File: src/rtl/pipe_ctrl_pkg.sv
// Shared Y86-64 encodings used by the pipeline control unit: icodes, status
// codes, the "no register" ID and the control FSM state encoding.
package y86_pkg;

  localparam logic [3:0] IHALT   = 4'h0;
  localparam logic [3:0] INOP    = 4'h1;
  localparam logic [3:0] IRRMOVQ = 4'h2;
  localparam logic [3:0] IIRMOVQ = 4'h3;
  localparam logic [3:0] IRMMOVQ = 4'h4;
  localparam logic [3:0] IMRMOVQ = 4'h5;
  localparam logic [3:0] IOPQ    = 4'h6;
  localparam logic [3:0] IJXX    = 4'h7;
  localparam logic [3:0] ICALL   = 4'h8;
  localparam logic [3:0] IRET    = 4'h9;
  localparam logic [3:0] IPUSHQ  = 4'hA;
  localparam logic [3:0] IPOPQ   = 4'hB;

  localparam logic [2:0] S_AOK = 3'd1;
  localparam logic [2:0] S_HLT = 3'd2;
  localparam logic [2:0] S_ADR = 3'd3;
  localparam logic [2:0] S_INS = 3'd4;

  localparam logic [3:0] R_NONE = 4'hF;

  typedef enum logic [1:0] {
    ST_RUN  = 2'd0,
    ST_RET  = 2'd1,
    ST_HALT = 2'd2
  } state_e;

endpackage

File: src/rtl/pipe_ctrl_if.sv
// Bundle of pipeline-state inputs and stage control/counter outputs exchanged
// between the datapath (master) and the control unit (slave).
interface pipe_ctrl_if #(parameter int CNT_W = 32);

  logic [3:0]       D_icode;
  logic [3:0]       d_srcA;
  logic [3:0]       d_srcB;
  logic [3:0]       E_icode;
  logic [3:0]       E_dstM;
  logic             e_cnd;
  logic [3:0]       M_icode;
  logic [2:0]       m_stat;
  logic [2:0]       W_stat;

  logic             F_stall;
  logic             D_stall;
  logic             D_bubble;
  logic             E_bubble;
  logic             M_bubble;
  logic             W_stall;
  logic             set_cc_en;
  logic             halted;
  logic [CNT_W-1:0] cyc_cnt;
  logic [CNT_W-1:0] stall_cnt;
  logic [CNT_W-1:0] flush_cnt;

  modport master (
    output D_icode, d_srcA, d_srcB, E_icode, E_dstM, e_cnd, M_icode, m_stat, W_stat,
    input  F_stall, D_stall, D_bubble, E_bubble, M_bubble, W_stall, set_cc_en, halted,
    input  cyc_cnt, stall_cnt, flush_cnt
  );

  modport slave (
    input  D_icode, d_srcA, d_srcB, E_icode, E_dstM, e_cnd, M_icode, m_stat, W_stat,
    output F_stall, D_stall, D_bubble, E_bubble, M_bubble, W_stall, set_cc_en, halted,
    output cyc_cnt, stall_cnt, flush_cnt
  );

endinterface

File: src/rtl/pipe_ctrl_sat_counter.sv
// Event counter that sticks at all-ones instead of wrapping.
module sat_counter #(
  parameter int CNT_W = 32
) (
  input  logic             clk,
  input  logic             rst_n,
  input  logic             inc_i,
  output logic [CNT_W-1:0] cnt_o
);

  logic [CNT_W-1:0] cnt_q, cnt_d;

  always_comb begin
    cnt_d = cnt_q;
    if (inc_i && !(&cnt_q)) cnt_d = cnt_q + 1'b1;
  end

  always_ff @(posedge clk) begin
    if (!rst_n) cnt_q <= '0;
    else        cnt_q <= cnt_d;
  end

  assign cnt_o = cnt_q;

endmodule

File: src/rtl/pipe_ctrl.sv
// Y86-64 pipeline hazard control: load-use, ret drain, mispredict flush and
// sticky halt on exception, plus cycle/stall/flush performance counters.
module pipe_ctrl
  import y86_pkg::*;
#(
  parameter int         CNT_W    = 32,
  parameter logic [3:0] RNONE    = R_NONE,
  parameter logic [2:0] STAT_AOK = S_AOK
) (
  input logic          clk,
  input logic          rst_n,
  pipe_ctrl_if.slave   bus
);

  state_e     state_q, state_d;
  logic [1:0] ret_cnt_q, ret_cnt_d;

  logic load_use, mispred, exc, is_ret;
  logic f_stall, d_stall, d_bubble, e_bubble, m_bubble, w_stall, halt_o, set_cc;
  logic cyc_inc, stall_inc, flush_inc;

  assign load_use = (bus.E_icode == IMRMOVQ || bus.E_icode == IPOPQ) &&
                    (bus.E_dstM != RNONE) &&
                    (bus.E_dstM == bus.d_srcA || bus.E_dstM == bus.d_srcB);
  assign mispred  = (bus.E_icode == IJXX) && !bus.e_cnd;
  assign exc      = (bus.W_stat != STAT_AOK);
  assign is_ret   = (bus.D_icode == IRET);

  // M_icode is part of the pipeline view but no hazard rule depends on it.
  logic unused_m_icode;
  assign unused_m_icode = ^bus.M_icode;

  always_comb begin
    f_stall   = 1'b0;
    d_stall   = 1'b0;
    d_bubble  = 1'b0;
    e_bubble  = 1'b0;
    m_bubble  = 1'b0;
    w_stall   = 1'b0;
    halt_o    = 1'b0;
    flush_inc = 1'b0;
    state_d   = state_q;
    ret_cnt_d = ret_cnt_q;

    if (!rst_n) begin
      d_bubble  = 1'b1;
      e_bubble  = 1'b1;
      m_bubble  = 1'b1;
      state_d   = ST_RUN;
      ret_cnt_d = 2'd0;
    end else if (state_q == ST_HALT || exc) begin
      f_stall   = 1'b1;
      d_stall   = 1'b1;
      e_bubble  = 1'b1;
      m_bubble  = 1'b1;
      w_stall   = 1'b1;
      halt_o    = 1'b1;
      state_d   = ST_HALT;
      ret_cnt_d = 2'd0;
    end else if (state_q == ST_RET) begin
      f_stall  = 1'b1;
      d_bubble = 1'b1;
      if (ret_cnt_q <= 2'd1) begin
        state_d   = ST_RUN;
        ret_cnt_d = 2'd0;
      end else begin
        ret_cnt_d = ret_cnt_q - 2'd1;
      end
    end else if (mispred) begin
      // A ret sitting in D is on the wrong path, so it never starts a drain.
      d_bubble  = 1'b1;
      e_bubble  = 1'b1;
      flush_inc = 1'b1;
    end else if (load_use) begin
      f_stall  = 1'b1;
      d_stall  = 1'b1;
      e_bubble = 1'b1;
    end else if (is_ret) begin
      f_stall   = 1'b1;
      d_bubble  = 1'b1;
      state_d   = ST_RET;
      ret_cnt_d = 2'd2;
    end

    set_cc    = rst_n && !halt_o && (bus.m_stat == STAT_AOK) && (bus.W_stat == STAT_AOK);
    cyc_inc   = (state_q != ST_HALT);
    stall_inc = f_stall && !halt_o;
  end

  always_ff @(posedge clk) begin
    if (!rst_n) begin
      state_q   <= ST_RUN;
      ret_cnt_q <= 2'd0;
    end else begin
      state_q   <= state_d;
      ret_cnt_q <= ret_cnt_d;
    end
  end

  assign bus.F_stall   = f_stall;
  assign bus.D_stall   = d_stall;
  assign bus.D_bubble  = d_bubble;
  assign bus.E_bubble  = e_bubble;
  assign bus.M_bubble  = m_bubble;
  assign bus.W_stall   = w_stall;
  assign bus.halted    = halt_o;
  assign bus.set_cc_en = set_cc;

  sat_counter #(.CNT_W(CNT_W)) u_cyc_cnt (
    .clk   (clk),
    .rst_n (rst_n),
    .inc_i (cyc_inc),
    .cnt_o (bus.cyc_cnt)
  );

  sat_counter #(.CNT_W(CNT_W)) u_stall_cnt (
    .clk   (clk),
    .rst_n (rst_n),
    .inc_i (stall_inc),
    .cnt_o (bus.stall_cnt)
  );

  sat_counter #(.CNT_W(CNT_W)) u_flush_cnt (
    .clk   (clk),
    .rst_n (rst_n),
    .inc_i (flush_inc),
    .cnt_o (bus.flush_cnt)
  );

endmodule

File: src/flat_wrapper.sv
// flat-port wrapper written by rule: the top's interface ports become plain ports
module pipe_ctrl_flat import y86_pkg::*;
#(
  parameter int         CNT_W    = 32,
  parameter logic [3:0] RNONE    = R_NONE,
  parameter logic [2:0] STAT_AOK = S_AOK
)
  (clk, rst_n, bus_D_icode, bus_d_srcA, bus_d_srcB, bus_E_icode, bus_E_dstM, bus_e_cnd, bus_M_icode, bus_m_stat, bus_W_stat, bus_F_stall, bus_D_stall, bus_D_bubble, bus_E_bubble, bus_M_bubble, bus_W_stall, bus_set_cc_en, bus_halted, bus_cyc_cnt, bus_stall_cnt, bus_flush_cnt);
  pipe_ctrl_if #(.CNT_W(CNT_W)) bus_i ();
  input logic clk;
  input logic rst_n;
  input wire logic [$bits(bus_i.D_icode)-1:0] bus_D_icode;
  input wire logic [$bits(bus_i.d_srcA)-1:0] bus_d_srcA;
  input wire logic [$bits(bus_i.d_srcB)-1:0] bus_d_srcB;
  input wire logic [$bits(bus_i.E_icode)-1:0] bus_E_icode;
  input wire logic [$bits(bus_i.E_dstM)-1:0] bus_E_dstM;
  input wire logic [$bits(bus_i.e_cnd)-1:0] bus_e_cnd;
  input wire logic [$bits(bus_i.M_icode)-1:0] bus_M_icode;
  input wire logic [$bits(bus_i.m_stat)-1:0] bus_m_stat;
  input wire logic [$bits(bus_i.W_stat)-1:0] bus_W_stat;
  output wire logic [$bits(bus_i.F_stall)-1:0] bus_F_stall;
  output wire logic [$bits(bus_i.D_stall)-1:0] bus_D_stall;
  output wire logic [$bits(bus_i.D_bubble)-1:0] bus_D_bubble;
  output wire logic [$bits(bus_i.E_bubble)-1:0] bus_E_bubble;
  output wire logic [$bits(bus_i.M_bubble)-1:0] bus_M_bubble;
  output wire logic [$bits(bus_i.W_stall)-1:0] bus_W_stall;
  output wire logic [$bits(bus_i.set_cc_en)-1:0] bus_set_cc_en;
  output wire logic [$bits(bus_i.halted)-1:0] bus_halted;
  output wire logic [$bits(bus_i.cyc_cnt)-1:0] bus_cyc_cnt;
  output wire logic [$bits(bus_i.stall_cnt)-1:0] bus_stall_cnt;
  output wire logic [$bits(bus_i.flush_cnt)-1:0] bus_flush_cnt;
  assign bus_i.D_icode = bus_D_icode;
  assign bus_i.d_srcA = bus_d_srcA;
  assign bus_i.d_srcB = bus_d_srcB;
  assign bus_i.E_icode = bus_E_icode;
  assign bus_i.E_dstM = bus_E_dstM;
  assign bus_i.e_cnd = bus_e_cnd;
  assign bus_i.M_icode = bus_M_icode;
  assign bus_i.m_stat = bus_m_stat;
  assign bus_i.W_stat = bus_W_stat;
  assign bus_F_stall = bus_i.F_stall;
  assign bus_D_stall = bus_i.D_stall;
  assign bus_D_bubble = bus_i.D_bubble;
  assign bus_E_bubble = bus_i.E_bubble;
  assign bus_M_bubble = bus_i.M_bubble;
  assign bus_W_stall = bus_i.W_stall;
  assign bus_set_cc_en = bus_i.set_cc_en;
  assign bus_halted = bus_i.halted;
  assign bus_cyc_cnt = bus_i.cyc_cnt;
  assign bus_stall_cnt = bus_i.stall_cnt;
  assign bus_flush_cnt = bus_i.flush_cnt;
  pipe_ctrl #(.CNT_W(CNT_W), .RNONE(RNONE), .STAT_AOK(STAT_AOK)) u_core (.clk(clk), .rst_n(rst_n), .bus(bus_i));
endmodule
File: config.mk
export PLATFORM = sky130hd
export DESIGN_NAME = pipe_ctrl_flat
export DESIGN_NICKNAME = d
export VERILOG_FILES = /design/src/rtl/pipe_ctrl_pkg.sv /design/src/rtl/pipe_ctrl_if.sv /design/src/rtl/pipe_ctrl_sat_counter.sv /design/src/rtl/pipe_ctrl.sv /design/src/flat_wrapper.sv
export SDC_FILE = /design/constraint.sdc
export NUM_CORES = 1
export LEC_CHECK = 0
export ABC_AREA = 1
export BUFFER_PORTS_ARGS = -buffer_cell sky130_fd_sc_hd__buf_2
export CELL_PAD_IN_SITES_DETAIL_PLACEMENT = 0
export CELL_PAD_IN_SITES_GLOBAL_PLACEMENT = 2
export CORE_ASPECT_RATIO = 0.9
export CORE_MARGIN = 3
export CORE_UTILIZATION = 32
export CTS_CLUSTER_DIAMETER = 30
export CTS_CLUSTER_SIZE = 16
export DETAILED_ROUTE_END_ITERATION = 10
export GPL_TIMING_DRIVEN = 1
export PLACE_DENSITY = 0.9
export SKIP_CTS_REPAIR_TIMING = 1
export SYNTH_ARGS = -nofsm -noshare
export SYNTH_HDL_FRONTEND = slang
export SYNTH_SLANG_ARGS = --single-unit
File: constraint.sdc
create_clock -name clk -period 2.75 [get_ports clk]
set_input_delay 0.275 -clock clk [delete_from_list [all_inputs] [get_ports clk]]
set_output_delay 0.275 -clock clk [all_outputs]
set_load 0.05 [all_outputs]
; After elaboration in Yosys (flattened, before gate mapping)
; Cells that the tools add are included.
[word_totals]
elab_cells = 96
ff_bits = 100
out_inout_bits = 104
inputBits = 33
[classes]
add_sub_neg = 4
bitwise_logic = 1
muxes = 38
magnitude_cmp = 1
reduce_logical = 27
eq_ne = 19
[ops]
columns = cell, count
row1 = adder 32 x 1 -> 32 bit (second input constant), 3
row2 = AND reduction 32 bit, 3
row3 = two-way mux 1 bit, 27
row4 = two-way mux 2 bit, 11
row5 = logical AND 1 bit, 10
row6 = == test 4 x 3 -> 1 bit (second input constant), 2
row7 = == test 4 bit, 2
row8 = == test 4 bit (second input constant), 2
row9 = != test 2 bit (second input constant), 4
row10 = AND reduction 4 bit, 2
row11 = == test 3 x 1 -> 1 bit (second input constant), 2
row12 = != test 3 bit (second input constant), 2
row13 = zero test 1 bit, 5
row14 = != test 4 bit (second input constant), 1
row15 = logical OR 1 bit, 3
row16 = != test 3 x 1 -> 1 bit (second input constant), 1
row17 = != test 3 x 2 -> 1 bit (second input constant), 1
row18 = AND reduction 3 bit, 1
row19 = nonzero test 3 bit, 1
row20 = == test 2 x 1 -> 1 bit (second input constant), 1
row21 = == test 2 bit (second input constant), 1
row22 = <= comparator 2 x 1 -> 1 bit (second input constant), 1
row23 = nonzero test 2 bit, 1
row24 = OR reduction 2 bit, 1
row25 = 2 further kinds, 2

; Depth between registers and ports, before layout
[logic_depth]
ltp_word = 11
mapped_depth = 13
depth_no_buf = 13

; Cells and area by module
; From an unflattened synthesis, not the netlist that was laid out.
[unflattened]
hier_cells = 1079
area_unflattened_um2 = 6586.3
[modules_own_cells]
columns = module, area_each_um2, cells_per_inst, instances, seq_area_each_um2
row1 = sat_counter, 1998.2, 322, 3, 640.6
row2 = pipe_ctrl, 591.8, 113, 1, 80.1

; Worst setup path before layout
; No wires, ideal clock.
[synth_timing]
path_type = input -> output
startpoint = in bus_W_stat[1]
endpoint = out bus_set_cc_en
path_slack_ns = -0.084
arrival_time_ns = 2.559
required_time_ns = 2.475
cell_stages = 5
n_path_buf = 0
path_cell_list = nor3b_1 -> nand2_1 -> nor2_1 -> inv_1 -> nor4_1
[synth_via]
elab_chain_cells = 8
word_cells_on_any_way = 9
cone_classes = eq/ne (2) / mux (2) / reduce/logical (5)
[synth_rtl]
columns = item, line
row1 = "start, declared", flat_wrapper.sv:20  ; input wire logic [$bits(bus_i.W_stat)-1:0] bus_W_stat;
row2 = != test 3 x 1 -> 1 bit, pipe_ctrl.sv:26  ; assign exc = (bus.W_stat != STAT_AOK);
row3 = logical OR 1 bit, pipe_ctrl.sv:51  ; end else if (state_q == ST_HALT || exc) begin
row4 = two-way mux 1 bit, pipe_ctrl.sv:51
row5 = two-way mux 1 bit, pipe_ctrl.sv:45  ; if (!rst_n) begin
row6 = zero test 1 bit, pipe_ctrl.sv:85  ; set_cc = rst_n && !halt_o && (bus.m_stat == STAT_AOK) && (bus.W_stat == STAT_AOK);
row7 = logical AND 1 bit (2 in series), pipe_ctrl.sv:85
row8 = logical AND 1 bit *, pipe_ctrl.sv:85
row9 = "end, declared", flat_wrapper.sv:27  ; output wire logic [$bits(bus_i.set_cc_en)-1:0] bus_set_cc_en;
; Every way passes the cells marked *; elsewhere a longest branch is shown, timed or not.

; Worst setup path in the final report
[layout_timing]
startpoint = reg u_core.state_q[0]
endpoint = out bus_F_stall
[layout_via]
elab_chain_cells = 4
word_cells_on_any_way = 6
cone_classes = eq/ne (2) / mux (3) / reduce/logical (1)
[layout_rtl]
columns = item, line
row1 = "start, declared", pipe_ctrl.sv:15  ; state_e state_q, state_d;
row2 = "start signal, assigned", pipe_ctrl.sv:95  ; state_q <= state_d;
row3 = == test 2 x 1 -> 1 bit / == test 2 bit (equally long branches), "pipe_ctrl.sv:60, pipe_ctrl.sv:51"
row4 = two-way mux 1 bit / logical OR 1 bit (equally long branches), "pipe_ctrl.sv:60, pipe_ctrl.sv:51"
row5 = two-way mux 1 bit *, pipe_ctrl.sv:51
row6 = two-way mux 1 bit *, pipe_ctrl.sv:45
row7 = "end, declared", flat_wrapper.sv:21  ; output wire logic [$bits(bus_i.F_stall)-1:0] bus_F_stall;
; Marked as above.

==> summary.md <==
| Metric | Value |
|---|---|
| Layout cells sized above 1 | 19.0% |
| Ys async rst share | 0% |
| Initial Util | 32.8% |
| Synth area leader | dfxtp_1 |
| Synthesized area per cell | 6.47 sq um |
| Clock transition at the registers of the reported paths | 0.08 ns |
| Die footprint | 0.0224 sq mm |
| Sw frac | 26.0% |
| Row count | 49 |
| Clock buffer depth | 2 |
| Leakage | 0.00305 uW |
| Cell family with most CP delay | simple AND/OR/NAND/NOR gates |
| Outcome | finished, final reports clean |
| Number of DRC markers in iteration 0 | 394 |
| Worst vdd ir | 266 uV |
| Syn-to-layout area delta | 16.7% |
| Post-synth top cells | 354 x nand2_1, 121 x nor2_1, 100 x dfxtp_1 |
| Clock network power share | 44.8% |
| Final Max Slew Viols | 0 |
| Final-stage net count | 1169 |
| First-pass GRT wire length | 32600 um |
| Netlist cell types | 41 |
| WP data arrival | 1.84 ns |
| Setup Viol. Count Final | 0 |
| Max-Cap Viols | 0 |
| Root buffer cell | clkbuf_16 |
| Port bufs | 132 |
| Post-synthesis cell count | 1019 |
| Setup TNS | 0 ns |
| P per Cell Area | 389 mW/mm^2 |
| GRT overflow | 0 |
| Number of H-tree levels | 3 |
| Initial antenna violation count | 0 |
| Largest net degree at the start of global routing | 55 |
| GP Congestion | 0.898 |
| Fin. Hold Viols | 0 |
| CTS buffer count | 9 |
| Final wirelength | 20200 um |
| Crit-path cells | inv_1 > nor2_1 > inv_1 > nand2_1 > nand2_1 > a21oi_2 > or2_2 > buf_2 |
| Worst hold path class | input pin to flop |
| Final min period | 2.12 ns |
| Die Span Y | 142 um |
| Sequential fraction of the synthesis area | 30.3% |
| Iteration count of the initial detailed-routing pass | 4 |
| Post-Syn Area | 0.00660 sq mm |
| Gr usage total | 18.0% |
| Post-route ant nets | 0 |
| Net load switching power | 777 uW |
| Final worst path period share | 77.1% |
| Drt drc | 0 |
| Worst hold slack | 0.349 ns |
| CP Launch Type | flop |
| CTS tree | yes |
| Ys flop type | dfxtp_1 |
| Critical Path Fanout Max | 4 |
| Worst path slowest cell | dfxtp_1 |
| IO Count | 137 |
| Unrepaired setup endpoints after global routing | no |
| Combinational Power Share | 6.5% |
| Core area | 0.0201 sq mm |
| DPL Wire Length | 15000 um |
| Die W | 157 um |
| Detailed-route wire length per cell | 14.5 um |
| CP bufs+invs | 3 |
| Seq cells post-synth | 100 |
| Internal Pwr Total | 2220 uW |
| Post-synth EDFFs | 0 |
| Slew margin rel. | 50.4% |
| WP data required | 2.48 ns |
| Slew at the pin with the worst max-slew slack | 0.744 ns |
| Clock Sinks | 100 |
| Post-DR vias/cell | 4.81 |
| Synth top area share | 30.3% |
| CP endpoint kind | output pin |
| Synth top area cells | dfxtp_1 30%, nand2_1 20%, xor2_1 7.2% |
| Cell with the most instances after synthesis | nand2_1 |
| WS Path Type | flop to output pin |
| Vias in the first global route | 6167 |
| Synth Warn # | 0 |
| N_diodes | 0 |
| Clk_lat worst skew | 0.35 ns |
| Slowest stage delay, CP | 0.31 ns |
| Seq pwr share | 48.7% |
| Post-Syn Nets | 1055 |
| Vias | 6695 |
| Clk_skew | 0.0100 ns |
| FMAX | 472 MHz |
[area by class of cell]
| type | count | area [sq um] |
|---|---|---|
| inverter | 76 | 287 |
| multi-input combinational | 806 | 4070 |
| sequential | 100 | 2000 |
| tap | 255 | 319 |
| clock inverter | 6 | 73.8 |
| clock buffer | 10 | 229 |
| fill | 2251 | 12400 |
| timing repair buffer | 140 | 721 |
[worst paths after layout]
kind	from	end	slack, ns	cells past startpoint
worst max-delay path	u_core.state_q[0]	bus_F_stall	0.63	8
worst min-delay path	rst_n	u_core.u_stall_cnt.cnt_o[24]	0.35	3
worst max register to register	u_core.u_cyc_cnt.cnt_o[7]	u_core.u_cyc_cnt.cnt_o[10]	0.64	9
worst min register to register	u_core.ret_cnt_q[0]	u_core.ret_cnt_q[0]	0.48	2
[state kept, by name, indices dropped and copies added (netlist names)]
signal	cells
u_core.u_cyc_cnt.cnt_o	32
u_core.u_flush_cnt.cnt_o	32
u_core.u_stall_cnt.cnt_o	32
u_core.ret_cnt_q	2
u_core.state_q	2
[metrics by stage]
step	cell area [sq um]	std cells	utilization [%]	total power, uW	setup WS (ns)
4_1_cts	7700	1393	38.3	3050	0.574
2_1_floorplan	6600	1019	-	1630	0.348
3_5_place_dp	7400	1377	36.8	1690	0.604
3_3_place_gp	7400	1377	36.8	1690	0.635
5_1_grt	7700	1393	38.3	3120	0.358
6_report	7700	1393	38.3	2990	0.631
[kinds of logic after synthesis]
family	Yosys count	synth area share, %
xor+xnor	74	9.83
buf+inv	113	8.14
fa+ha+maj	3	0.569
compound gates	99	8.52
simple gates	630	42.6
flops	100	30.3
[worst reg2reg max path, stage by stage, from the launching register on]
cell and delay, ns:
dfxtp_1 0.44, nand2_1 0.13, nor2_2 0.15, nand4_2 0.19
nor2_2 0.18, nand2_1 0.10, nand2_2 0.24, buf_4 0.29
o21ai_0 0.10, nor3b_2 0.15
[per-layer routing]
layer / track usage, % / vias up / wire [um]
met5: 0 / - / 0
met1: 25.8 / 3058 / 10200
li1: - / 3501 / -
met2: 27.9 / 115 / 9000
met4: 4.66 / 0 / 267
met3: 3.37 / 21 / 752
[power by group through the flow]
| stage | Sequential [uW] | Clock (uW) | Combinational [uW] |
|---|---|---|---|
| after floorplan | 1500 | 0 | 126 |
| after global placement | 1490 | 0 | 195 |
| after detailed placement | 1490 | 0 | 196 |
| after CTS | 1460 | 1400 | 197 |
| after global routing | 1460 | 1450 | 215 |
| final | 1460 | 1340 | 195 |
[cells in the final DEF (no fill, tap or decap), types with 5 or more instances in the layout]
cell type,count
a21oi_1,74
a21oi_2,17
buf_2,132
buf_4,8
clkbuf_16,9
dfxtp_1,100
inv_1,71
nand2_1,354
nand2_2,13
nand3_1,23
nand3b_1,10
nand4_1,46
nor2_1,121
nor2_2,5
nor3_1,30
o21ai_0,5
xnor2_1,20
xor2_1,54
No activity file was read; power rests on OpenSTA's default activity.
